[src/rtl/wb_writeback_arbiter_if.sv]
// Bus bundle between the writeback arbiter and its neighbours: ALU result
// path, load issue/return path, decode hazard query and the register-file
// write port.
interface wb_writeback_arbiter_if #(
  parameter int DATA_W     = 8,
  parameter int PTR_W      = 4,
  parameter int FIFO_DEPTH = 4
);
  localparam int CW = $clog2(FIFO_DEPTH) + 1;

  // ALU result path
  logic              alu_valid;
  logic [PTR_W-1:0]  alu_dst;
  logic [DATA_W-1:0] alu_data;

  // Load issue and return path
  logic              ld_issue;
  logic [PTR_W-1:0]  ld_issue_dst;
  logic              ld_ret_valid;
  logic              ld_ret_ready;
  logic [PTR_W-1:0]  ld_ret_dst;
  logic [DATA_W-1:0] ld_ret_data;

  // Decode hazard query
  logic [PTR_W-1:0]  D_src_0;
  logic [PTR_W-1:0]  D_src_1;
  logic [PTR_W-1:0]  D_src_2;
  logic [PTR_W-1:0]  D_dst;
  logic              D_uses_dst;
  logic              D_hazard;

  // Register-file write port and status
  logic              W_we;
  logic [PTR_W-1:0]  MW_insn_dst;
  logic [DATA_W-1:0] W_result;
  logic [CW-1:0]     fifo_count;
  logic              protocol_err;

  // Arbiter side
  modport slave (
    input  alu_valid, alu_dst, alu_data,
    input  ld_issue, ld_issue_dst,
    input  ld_ret_valid, ld_ret_dst, ld_ret_data,
    output ld_ret_ready,
    input  D_src_0, D_src_1, D_src_2, D_dst, D_uses_dst,
    output D_hazard,
    output W_we, MW_insn_dst, W_result, fifo_count, protocol_err
  );

  // Producer / consumer side
  modport master (
    output alu_valid, alu_dst, alu_data,
    output ld_issue, ld_issue_dst,
    output ld_ret_valid, ld_ret_dst, ld_ret_data,
    input  ld_ret_ready,
    output D_src_0, D_src_1, D_src_2, D_dst, D_uses_dst,
    input  D_hazard,
    input  W_we, MW_insn_dst, W_result, fifo_count, protocol_err
  );
endinterface

[src/rtl/wb_writeback_arbiter.sv]
// Writeback arbiter: sole driver of the register-file write port. ALU results
// always win; load returns wait in a small FIFO and drain when the ALU is
// idle. A per-register pending-load scoreboard feeds the decode stall signal,
// and a sticky flag records protocol violations.
module wb_writeback_arbiter #(
  parameter int DATA_W     = 8,
  parameter int REG_CNT    = 16,
  parameter int PTR_W      = 4,
  parameter int FIFO_DEPTH = 4
) (
  input  logic                    clk,
  input  logic                    reset_WB_n,
  wb_writeback_arbiter_if.slave   bus
);

  localparam int AW = $clog2(FIFO_DEPTH);
  localparam int CW = AW + 1;
  localparam logic [CW-1:0] DEPTH_C = CW'(FIFO_DEPTH);
  localparam logic [CW-1:0] CNT_ONE = CW'(1);
  localparam logic [AW-1:0] PTR_ONE = AW'(1);

  // Load-return buffer
  logic [PTR_W-1:0]  mem_dst_q  [FIFO_DEPTH];
  logic [DATA_W-1:0] mem_data_q [FIFO_DEPTH];
  logic [AW-1:0]     wr_ptr_q, wr_ptr_d;
  logic [AW-1:0]     rd_ptr_q, rd_ptr_d;
  logic [CW-1:0]     count_q, count_d;

  // Write port registers
  logic              we_q, we_d;
  logic [PTR_W-1:0]  dst_q, dst_d;
  logic [DATA_W-1:0] data_q, data_d;

  // Scoreboard and error flag
  logic [REG_CNT-1:0] pend_q, pend_d;
  logic               err_q, err_d;

  logic ready_s;
  logic push_s;
  logic pop_s;
  logic fifo_empty_s;
  logic [PTR_W-1:0]  head_dst_s;
  logic [DATA_W-1:0] head_data_s;

  // Ready comes from the registered count only, so a same-cycle pop never
  // opens a slot for a same-cycle push.
  always_comb begin
    ready_s      = (count_q < DEPTH_C);
    fifo_empty_s = (count_q == {CW{1'b0}});
    push_s       = bus.ld_ret_valid & ready_s;
    pop_s        = ~bus.alu_valid & ~fifo_empty_s;
    head_dst_s   = mem_dst_q[rd_ptr_q];
    head_data_s  = mem_data_q[rd_ptr_q];
  end

  // FIFO pointer and occupancy next-state
  always_comb begin
    wr_ptr_d = wr_ptr_q;
    rd_ptr_d = rd_ptr_q;
    count_d  = count_q;
    if (push_s) begin
      wr_ptr_d = wr_ptr_q + PTR_ONE;
    end else begin
      wr_ptr_d = wr_ptr_q;
    end
    if (pop_s) begin
      rd_ptr_d = rd_ptr_q + PTR_ONE;
    end else begin
      rd_ptr_d = rd_ptr_q;
    end
    case ({push_s, pop_s})
      2'b10:   count_d = count_q + CNT_ONE;
      2'b01:   count_d = count_q - CNT_ONE;
      default: count_d = count_q;
    endcase
  end

  // Write-port selection: ALU first, then FIFO head, otherwise hold dst/data
  always_comb begin
    we_d   = 1'b0;
    dst_d  = dst_q;
    data_d = data_q;
    if (bus.alu_valid) begin
      we_d   = 1'b1;
      dst_d  = bus.alu_dst;
      data_d = bus.alu_data;
    end else if (pop_s) begin
      we_d   = 1'b1;
      dst_d  = head_dst_s;
      data_d = head_data_s;
    end else begin
      we_d   = 1'b0;
    end
  end

  // Scoreboard update (issue set overrides pop clear) and error detection
  always_comb begin
    pend_d = pend_q;
    if (pop_s) begin
      pend_d[head_dst_s] = 1'b0;
    end else begin
      pend_d = pend_q;
    end
    if (bus.ld_issue) begin
      pend_d[bus.ld_issue_dst] = 1'b1;
    end else begin
      pend_d[bus.ld_issue_dst] = pend_d[bus.ld_issue_dst];
    end
    err_d = err_q
          | (bus.ld_issue  & pend_q[bus.ld_issue_dst])
          | (push_s        & ~pend_q[bus.ld_ret_dst])
          | (bus.alu_valid & pend_q[bus.alu_dst]);
  end

  // Control and write-port state registers
  always_ff @(posedge clk or negedge reset_WB_n) begin
    if (!reset_WB_n) begin
      wr_ptr_q <= {AW{1'b0}};
      rd_ptr_q <= {AW{1'b0}};
      count_q  <= {CW{1'b0}};
      we_q     <= 1'b0;
      dst_q    <= {PTR_W{1'b0}};
      data_q   <= {DATA_W{1'b0}};
      pend_q   <= {REG_CNT{1'b0}};
      err_q    <= 1'b0;
    end else begin
      wr_ptr_q <= wr_ptr_d;
      rd_ptr_q <= rd_ptr_d;
      count_q  <= count_d;
      we_q     <= we_d;
      dst_q    <= dst_d;
      data_q   <= data_d;
      pend_q   <= pend_d;
      err_q    <= err_d;
    end
  end

  // FIFO storage, written at the tail on each accepted return
  always_ff @(posedge clk or negedge reset_WB_n) begin
    if (!reset_WB_n) begin
      for (int i = 0; i < FIFO_DEPTH; i++) begin
        mem_dst_q[i]  <= {PTR_W{1'b0}};
        mem_data_q[i] <= {DATA_W{1'b0}};
      end
    end else if (push_s) begin
      mem_dst_q[wr_ptr_q]  <= bus.ld_ret_dst;
      mem_data_q[wr_ptr_q] <= bus.ld_ret_data;
    end
  end

  // Output mapping; hazard is combinational against the registered scoreboard
  assign bus.ld_ret_ready = ready_s;
  assign bus.D_hazard     = pend_q[bus.D_src_0] | pend_q[bus.D_src_1] |
                            pend_q[bus.D_src_2] |
                            (bus.D_uses_dst & pend_q[bus.D_dst]);
  assign bus.W_we         = we_q;
  assign bus.MW_insn_dst  = dst_q;
  assign bus.W_result     = data_q;
  assign bus.fifo_count   = count_q;
  assign bus.protocol_err = err_q;

endmodule

[src/flat_wrapper.sv]
// flat-port wrapper written by rule: the top's interface ports become plain ports
module wb_writeback_arbiter_flat 
#(
  parameter int DATA_W     = 8,
  parameter int REG_CNT    = 16,
  parameter int PTR_W      = 4,
  parameter int FIFO_DEPTH = 4
)
  (clk, reset_WB_n, bus_alu_valid, bus_alu_dst, bus_alu_data, bus_ld_issue, bus_ld_issue_dst, bus_ld_ret_valid, bus_ld_ret_dst, bus_ld_ret_data, bus_ld_ret_ready, bus_D_src_0, bus_D_src_1, bus_D_src_2, bus_D_dst, bus_D_uses_dst, bus_D_hazard, bus_W_we, bus_MW_insn_dst, bus_W_result, bus_fifo_count, bus_protocol_err);
  wb_writeback_arbiter_if #(.DATA_W(DATA_W), .PTR_W(PTR_W), .FIFO_DEPTH(FIFO_DEPTH)) bus_i ();
  input  logic clk;
  input  logic reset_WB_n;
  input wire logic [$bits(bus_i.alu_valid)-1:0] bus_alu_valid;
  input wire logic [$bits(bus_i.alu_dst)-1:0] bus_alu_dst;
  input wire logic [$bits(bus_i.alu_data)-1:0] bus_alu_data;
  input wire logic [$bits(bus_i.ld_issue)-1:0] bus_ld_issue;
  input wire logic [$bits(bus_i.ld_issue_dst)-1:0] bus_ld_issue_dst;
  input wire logic [$bits(bus_i.ld_ret_valid)-1:0] bus_ld_ret_valid;
  input wire logic [$bits(bus_i.ld_ret_dst)-1:0] bus_ld_ret_dst;
  input wire logic [$bits(bus_i.ld_ret_data)-1:0] bus_ld_ret_data;
  output wire logic [$bits(bus_i.ld_ret_ready)-1:0] bus_ld_ret_ready;
  input wire logic [$bits(bus_i.D_src_0)-1:0] bus_D_src_0;
  input wire logic [$bits(bus_i.D_src_1)-1:0] bus_D_src_1;
  input wire logic [$bits(bus_i.D_src_2)-1:0] bus_D_src_2;
  input wire logic [$bits(bus_i.D_dst)-1:0] bus_D_dst;
  input wire logic [$bits(bus_i.D_uses_dst)-1:0] bus_D_uses_dst;
  output wire logic [$bits(bus_i.D_hazard)-1:0] bus_D_hazard;
  output wire logic [$bits(bus_i.W_we)-1:0] bus_W_we;
  output wire logic [$bits(bus_i.MW_insn_dst)-1:0] bus_MW_insn_dst;
  output wire logic [$bits(bus_i.W_result)-1:0] bus_W_result;
  output wire logic [$bits(bus_i.fifo_count)-1:0] bus_fifo_count;
  output wire logic [$bits(bus_i.protocol_err)-1:0] bus_protocol_err;
  assign bus_i.alu_valid = bus_alu_valid;
  assign bus_i.alu_dst = bus_alu_dst;
  assign bus_i.alu_data = bus_alu_data;
  assign bus_i.ld_issue = bus_ld_issue;
  assign bus_i.ld_issue_dst = bus_ld_issue_dst;
  assign bus_i.ld_ret_valid = bus_ld_ret_valid;
  assign bus_i.ld_ret_dst = bus_ld_ret_dst;
  assign bus_i.ld_ret_data = bus_ld_ret_data;
  assign bus_ld_ret_ready = bus_i.ld_ret_ready;
  assign bus_i.D_src_0 = bus_D_src_0;
  assign bus_i.D_src_1 = bus_D_src_1;
  assign bus_i.D_src_2 = bus_D_src_2;
  assign bus_i.D_dst = bus_D_dst;
  assign bus_i.D_uses_dst = bus_D_uses_dst;
  assign bus_D_hazard = bus_i.D_hazard;
  assign bus_W_we = bus_i.W_we;
  assign bus_MW_insn_dst = bus_i.MW_insn_dst;
  assign bus_W_result = bus_i.W_result;
  assign bus_fifo_count = bus_i.fifo_count;
  assign bus_protocol_err = bus_i.protocol_err;
  wb_writeback_arbiter #(.DATA_W(DATA_W), .REG_CNT(REG_CNT), .PTR_W(PTR_W), .FIFO_DEPTH(FIFO_DEPTH)) u_core (.clk(clk), .reset_WB_n(reset_WB_n), .bus(bus_i));
endmodule
[config.mk]
export PLATFORM = sky130hd
export DESIGN_NAME = wb_writeback_arbiter_flat
export DESIGN_NICKNAME = d
export VERILOG_FILES = /design/src/rtl/wb_writeback_arbiter_if.sv /design/src/rtl/wb_writeback_arbiter.sv /design/src/flat_wrapper.sv
export SDC_FILE = /design/constraint.sdc
export NUM_CORES = 1
export LEC_CHECK = 0
export ABC_AREA = 1
export CORE_UTILIZATION = 45
export CTS_BUF_LIST = sky130_fd_sc_hd__clkbuf_4 sky130_fd_sc_hd__clkbuf_8 sky130_fd_sc_hd__clkbuf_16
export DETAILED_ROUTE_END_ITERATION = 10
export GPL_TIMING_DRIVEN = 0
export PLACE_DENSITY = 0.68
export SYNTH_ARGS = -nofsm -noshare
export SYNTH_HDL_FRONTEND = slang
export SYNTH_SLANG_ARGS = --single-unit
[constraint.sdc]
create_clock -name clk -period 2.6 [get_ports clk]
set_clock_uncertainty 0.1 [all_clocks]
set_input_delay 0.52 -clock clk [delete_from_list [all_inputs] [get_ports clk]]
set_output_delay 0.52 -clock clk [all_outputs]
set_load 0.05 [all_outputs]
==> metrics.txt, run 1 <==
Peak supply drop=0.716 mV; leakage power=2.85 nW; Yosys cell types=34; routed via count=5144; sequential share of power=34.6%; Max Cap Viol=0; status=finished, final reports clean; pwr dens=1170 nW/um^2; Pwr Total=7.01 mW; warnings from Yosys=0; IO Port Bufs=60; initial antenna violation count=0; htree depth=3; Clock Sink Count=85; Finished Core Util=55.5%; largest net degree at the start of global routing=46; Worst setup SP type=flop; total CTS buffers=9; Setup WS pre-CTS=-0.656 ns; vias in the first global route=4935; Final Max Tran Viols=0; Core Box Area=10800 sq um; Max Freq=401 MHz; final hold vios=0; die area=11600 sq um; critical path required time=1.98 ns; sequential cell area fraction in the yosys report=42.5%; die height=108 microns; DRC=0; Starting Density=46.2%; Syn-to-layout area delta=20.1%; worst min-delay path category=primary input to async pin; combinational share of power=51.2%; Diodes inserted=0; Worst Tran Pin Value=0.601 ns; fillcell total=1050; hold bufs inserted after CTS=0; unrepaired setup endpoints after global routing=false; Worst slew margin=60.0%; NetSw=3.41 mW; Syn Std Cell Area=5010 sq um; die width=108 microns; total track usage=27.7%; clk root buf=clkbuf_8; RePlAce Congestion=0.862; Clock Path Buffers=2; syn nets=753; Clk pwr share=14.2%; row count=38; Synth Register Bits=85; Min Clock Period, post-route=2.49 ns; cells after synthesis=697; Setup TNS=0 ns; top-area cell type share of the netlist area=42.5%; HPWL after detailed placement=10900 microns; DRT Wirelength=15100 microns; fin crit share=95.9%; first-pass GRT wire length=24500 microns; NumNets Final=825; Worst Path Max Fanout=7; slack of the critical path=0.107 ns; Yosys top cell by area=dfrtp_1; Post-Synthesis Mean Instance Area=7.19 sq um; postcts setup bufs=0; Internal=3.61 mW; Pre-antenna DRT Iters=6; CP arrival=1.87 ns; Routed Antenna Nets=0; CTS tree=built; WL/cell=16.6 microns; switch share=48.6%; placed instance area=5800 sq um; clock slew at reported path FFs=0.09 ns; # setup viols final=0; CP endpoint kind=primary output; dominant cells by area after synthesis=dfrtp_1, nand2_1, o21ai_0; average vias per placed instance=5.63; Overflow after GRT=0; fin area=6020 sq um; worst skew pair latency=0.37 ns; DR iter-0 viols=644; I/O pins=69; critical path type=flop to primary output; layout cells sized above 1=8.91%
-- final cells by class --
cell class / instances / area, sq um / area share, %
clock buffers: 10 / 138 / 2.29
flip-flops and latches: 85 / 2130 / 35.4
inverters: 64 / 243 / 4.03
clock inverters: 6 / 68.8 / 1.14
repair buffers: 61 / 618 / 10.3
plain buffers: 33 / 195 / 3.24
well taps: 140 / 175 / 2.91
multi-input cells: 515 / 2450 / 40.8
-- per-layer routing --
| layer | up-vias | wire length [microns] | track usage (%) |
|---|---|---|---|
| met5 | - | 0 | 0 |
| met4 | 0 | 366 | 10.8 |
| met3 | 27 | 1060 | 4.18 |
| met2 | 248 | 6960 | 44.1 |
| met1 | 2444 | 6750 | 37.9 |
| li1 | 2425 | - | - |
-- sequential cells by signal (all words and copies together) (netlist names) --
name                     count
u_core.mem_data_q           32
u_core.mem_dst_q            16
u_core.pend_q               16
u_core.bus.W_result          8
u_core.bus.MW_insn_dst       4
u_core.bus.fifo_count        3
u_core.rd_ptr_q              2
u_core.wr_ptr_q              2
u_core.bus.W_we              1
u_core.bus.protocol_err      1
-- through the flow --
step	hold slack, ns	instances
after detailed placement	0.369	898
after floorplan	0.124	697
after global placement	0.360	897
after global routing	0.0845	914
final	0.0368	914
after CTS	0.0603	914
-- cell families (layout without fill, tap and decap cells) --
logic type / Yosys count / count (layout) / share of synthesized area [%]
simple gates: 336 / 336 / 28.3
compound gates: 169 / 169 / 18.3
buf+inv: 97 / 174 / 8.57
flops: 85 / 85 / 42.5
fa+ha+maj: 6 / 6 / 1.65
xor+xnor: 4 / 4 / 0.700
-- placed cells by master, fill, tap and decap left out, types with 13 or more instances in the layout --
cell and n:
o21ai_0 106, dfrtp_1 85, o22ai_1 13, buf_2 13, o211ai_1 19, inv_1 53
nand3_1 52, nand2_1 221, nor2_1 41, a21oi_1 16, clkdlybuf4s50_1 54
-- final timing paths --
check,startpoint,end,slack [ns],depth (start not counted)
worst max-delay path,u_core.pend_q[1],bus_D_hazard,0.11,9
worst min-delay path,reset_WB_n,u_core.pend_q[4],0.04,1
worst max register to register,u_core.bus.fifo_count[0],u_core.bus.fifo_count[2],0.41,10
worst min register to register,u_core.mem_data_q[8],u_core.mem_data_q[8],0.39,2
max in group asynchronous,reset_WB_n,u_core.bus.W_result[6],1.71,2
min in group clk,bus_ld_issue_dst[1],u_core.pend_q[15],0.37,3
-- power by group through the flow --
stage / logic, mW / registers, mW / clock network, mW
2_1_floorplan: 2.07 / 2.69 / 0
3_3_place_gp: 3.45 / 2.41 / 0
3_5_place_dp: 3.55 / 2.43 / 0
4_1_cts: 3.57 / 2.41 / 1.01
5_1_grt: 3.95 / 2.49 / 1.06
6_report: 3.59 / 2.43 / 0.995
-- cells in the mapped netlist, drive strengths merged --
cell and n:
clkbuf 11, inv 63, fa 1, nand3 55, clkinv 1, nand4 1, nor2 43, xnor2 1
nand3b 2, xor2 3, o31ai 1, nor3 5, ha 5, dfrtp 85, o22ai 13, a21o 1
nand2 230, o211ai 19, a21oi 17, o21ai 118, buf 22
-- repair_timing --
item,in CTS,in global routing
resized for setup,11,4
endpoints found under the setup margin,1,1
hold endpoints to repair,0,0
-- critical path, cell delays in order, from the launching register on --
cell,delay (ns)
dfrtp_1,0.40
inv_1,0.27
a21oi_1,0.11
o21ai_0,0.11
nand3_1,0.10
nand3_1,0.09
nand2_1,0.06
nor2_1,0.11
nand3_1,0.08
buf_4,0.19
No activity file was read; power rests on OpenSTA's default activity.
==> inputs of run 2 (changes only) <==
- CORE_MARGIN: default -> 2
==> run 2 against run 1 <==
Effect of this change: design area fell by 0.37%; count of clock-buffer cells in the layout unchanged; non-clock buffer count unchanged; wire length decreased by 2.4%; die area is 3.8% higher; register-to-register slack better by 0.02 ns; sequential power about the same; hold slack worse by 0.010 ns; via count decreased by 1.2%; maximum frequency is 0.98% lower.
==> metrics.txt, run 2 (synthesized netlist as in run 1, its figures left out) <==
Syn-to-layout area delta=19.7% (was 20.1%); Pre-antenna DRT Iters=5 (was 6); leakage power=2.83 nW (was 2.85 nW); commonest cells after routing, fill and taps aside=nand2_1, o21ai_0, dfrtp_1 (unchanged); htree depth=3 (unchanged); fillcell total=1063 (was 1050); Overflow after GRT=0 (unchanged); HPWL after detailed placement=10500 microns (was 10900 microns); CP Depth=10 (was 9); RePlAce Congestion=0.875 (was 0.862); max reg flops=32 (unchanged); Worst Path Max Fanout=10 (was 7); Cell Count, Final, Fillers Out=912 (was 914); Routed Antenna Nets=0 (unchanged); die width=110 microns (was 108 microns); Max Cap Viol=0 (unchanged); first-pass GRT wire length=23500 microns (was 24500 microns); worst skew pair latency=0.36 ns (was 0.37 ns); critical path required time=1.98 ns (about the same); initial antenna violation count=0 (unchanged); Diodes inserted=0 (unchanged); DRT Wirelength=14800 microns (was 15100 microns); most common cell after layout, fill and taps aside=nand2_1 (unchanged); fin crit share=96.8% (was 95.9%); Placed Cells incl. Taps=898 (unchanged); hold bufs inserted after CTS=0 (unchanged); Worst slew margin=63.3% (was 60.0%); worst min-delay path category=primary input to async pin (unchanged); Min Clock Period, post-route=2.52 ns (was 2.49 ns); CP endpoint kind=primary output (unchanged); DR iter-0 viols=547 (was 644); worst reg-to-reg setup slack=0.43 ns (was 0.41 ns); average vias per placed instance=5.57 (was 5.63); slack of the critical path=0.0822 ns (was 0.107 ns); end point of the critical path=bus_D_hazard (unchanged); total CTS buffers=9 (unchanged); clk root buf=clkbuf_8 (unchanged); WHS=0.0265 ns (was 0.0368 ns); Starting Density=46.2% (unchanged); unrepaired setup endpoints after global routing=false (unchanged); Setup WS pre-CTS=-0.701 ns (was -0.656 ns); max incr delay on CP=0.29 ns (was 0.40 ns); Worst setup SP type=primary input (was flop); WL/cell=16.2 microns (was 16.6 microns); Core Box Area=10800 sq um (unchanged); I/O pins=69 (unchanged); row count=38 (unchanged); Clock Path Buffers=2 (unchanged); die area=12000 sq um (was 11600 sq um); Clock Sink Count=85 (unchanged); family with the most delay on the worst path=buffers and inverters (unchanged); layout cells sized above 1=9.46% (was 8.91%); NumNets Final=825 (unchanged); CP Cell Sequence=clkdlybuf4s15_1 > buf_4 > nand2_1 > o211ai_1 > nand3_1 > nand3_1 > nand2_1 > nor2_1 > nand3_1 > buf_4 (was inv_1 > a21oi_1 > o21ai_0 > nand3_1 > nand3_1 > nand2_1 > nor2_1 > nand3_1 > buf_4); IO Port Bufs=60 (unchanged); Largest Register=u_core.mem_data_q (unchanged); DRC=0 (unchanged); Reg2Reg Depth=10 (unchanged); routed via count=5081 (was 5144); pwr dens=1160 nW/um^2 (was 1170 nW/um^2); clock slew at reported path FFs=0.09 ns (about the same); Worst Tran Pin Value=0.551 ns (was 0.601 ns); CP arrival=1.90 ns (was 1.87 ns); crit-path most repeated cell=nand3_1 (unchanged); die height=110 microns (was 108 microns); CP Launch Point=bus_D_src_1[0] (was u_core.pend_q[1]); postcts setup bufs=0 (unchanged); Max Freq=397 MHz (was 401 MHz); Final Max Tran Viols=0 (unchanged); Peak supply drop=0.657 mV (was 0.716 mV); final hold vios=0 (unchanged); Regs by FF count=u_core.mem_data_q: 32 flops, u_core.mem_dst_q: 16 flops, u_core.pend_q: 16 flops (unchanged); Crit path buffers/inverters=3 (was 2); vias in the first global route=4689 (was 4935); total track usage=25.5% (was 27.7%); largest net degree at the start of global routing=46 (unchanged); Worst R2R Start=u_core.bus.fifo_count[0] (unchanged); # setup viols final=0 (unchanged); status=finished, final reports clean (unchanged); R2R Path End=u_core.bus.fifo_count[2] (unchanged); CTS tree=built (unchanged); Slowest-stage cell, CP=clkdlybuf4s15_1 (was dfrtp_1); critical path type=primary input to primary output (was flop to primary output)
-- run 2: cell count changes in the layout (fill, tap and decap cells not counted), sizes merged --
cell,delta
clkdlybuf4s15,+1
clkinv,+1
dlymetal6s2s,-1
inv,-3
-- run 2: final cells by class --
| cell class | count | area, sq um | area share [%] |
|---|---|---|---|
| buffer | 33 | 191 | 3.19 |
| clock buffer | 10 | 131 | 2.19 |
| clock inverter | 4 | 51.3 | 0.856 |
| inverter | 64 | 243 | 4.05 |
| multi-input combinational | 515 | 2450 | 40.9 |
| sequential | 85 | 2130 | 35.5 |
| tap | 140 | 175 | 2.92 |
| timing repair buffer | 61 | 623 | 10.4 |
-- run 2: through the flow --
stage | power (mW) | utilization, % | area (sq um) | setup TNS, ns
5_1_grt | 7.41 | 55.3 | 5990 | 0
6_report | 6.93 | 55.3 | 5990 | 0
3_5_place_dp | 5.95 | 53.6 | 5810 | -0.745
3_3_place_gp | 5.86 | 53.4 | 5780 | -181.06
4_1_cts | 6.88 | 55.3 | 5990 | 0
2_1_floorplan | 4.76 | - | 5010 | 0
-- run 2: repair_timing --
| item | 4_1_cts | 5_1_grt |
|---|---|---|
| endpoints found under the setup margin | 1 | 1 |
| hold endpoints to repair | 0 | 0 |
| resized for setup | 11 | 12 |
-- run 2: how the worst min path moves through the flow --
stage	startpoint	to	slack, ns	cells past startpoint
after global placement	u_core.mem_data_q[9]	u_core.mem_data_q[9]	0.36	2
after floorplan	reset_WB_n	u_core.bus.MW_insn_dst[0]	0.12	0
after CTS	reset_WB_n	u_core.mem_data_q[26]	0.06	1
final	reset_WB_n	u_core.mem_data_q[18]	0.03	1
after detailed placement	u_core.mem_data_q[22]	u_core.mem_data_q[22]	0.37	2
after global routing	reset_WB_n	u_core.mem_data_q[18]	0.08	1
-- run 2: layer usage --
layer	global-route usage, %	wire [microns]	share of wire (%)	up-vias
met5	0	0	0	-
met4	8.23	276	1.9	0
met3	3.44	1120	7.6	22
li1	-	-	-	2432
met1	36.8	6700	45	2405
met2	39.8	6680	45	222
-- run 2: power by group --
part / internal (mW) / switching [mW] / total, mW
Combinational: 1.20 / 2.39 / 3.59
Sequential: 1.93 / 0.485 / 2.42
Clock: 0.445 / 0.480 / 0.924
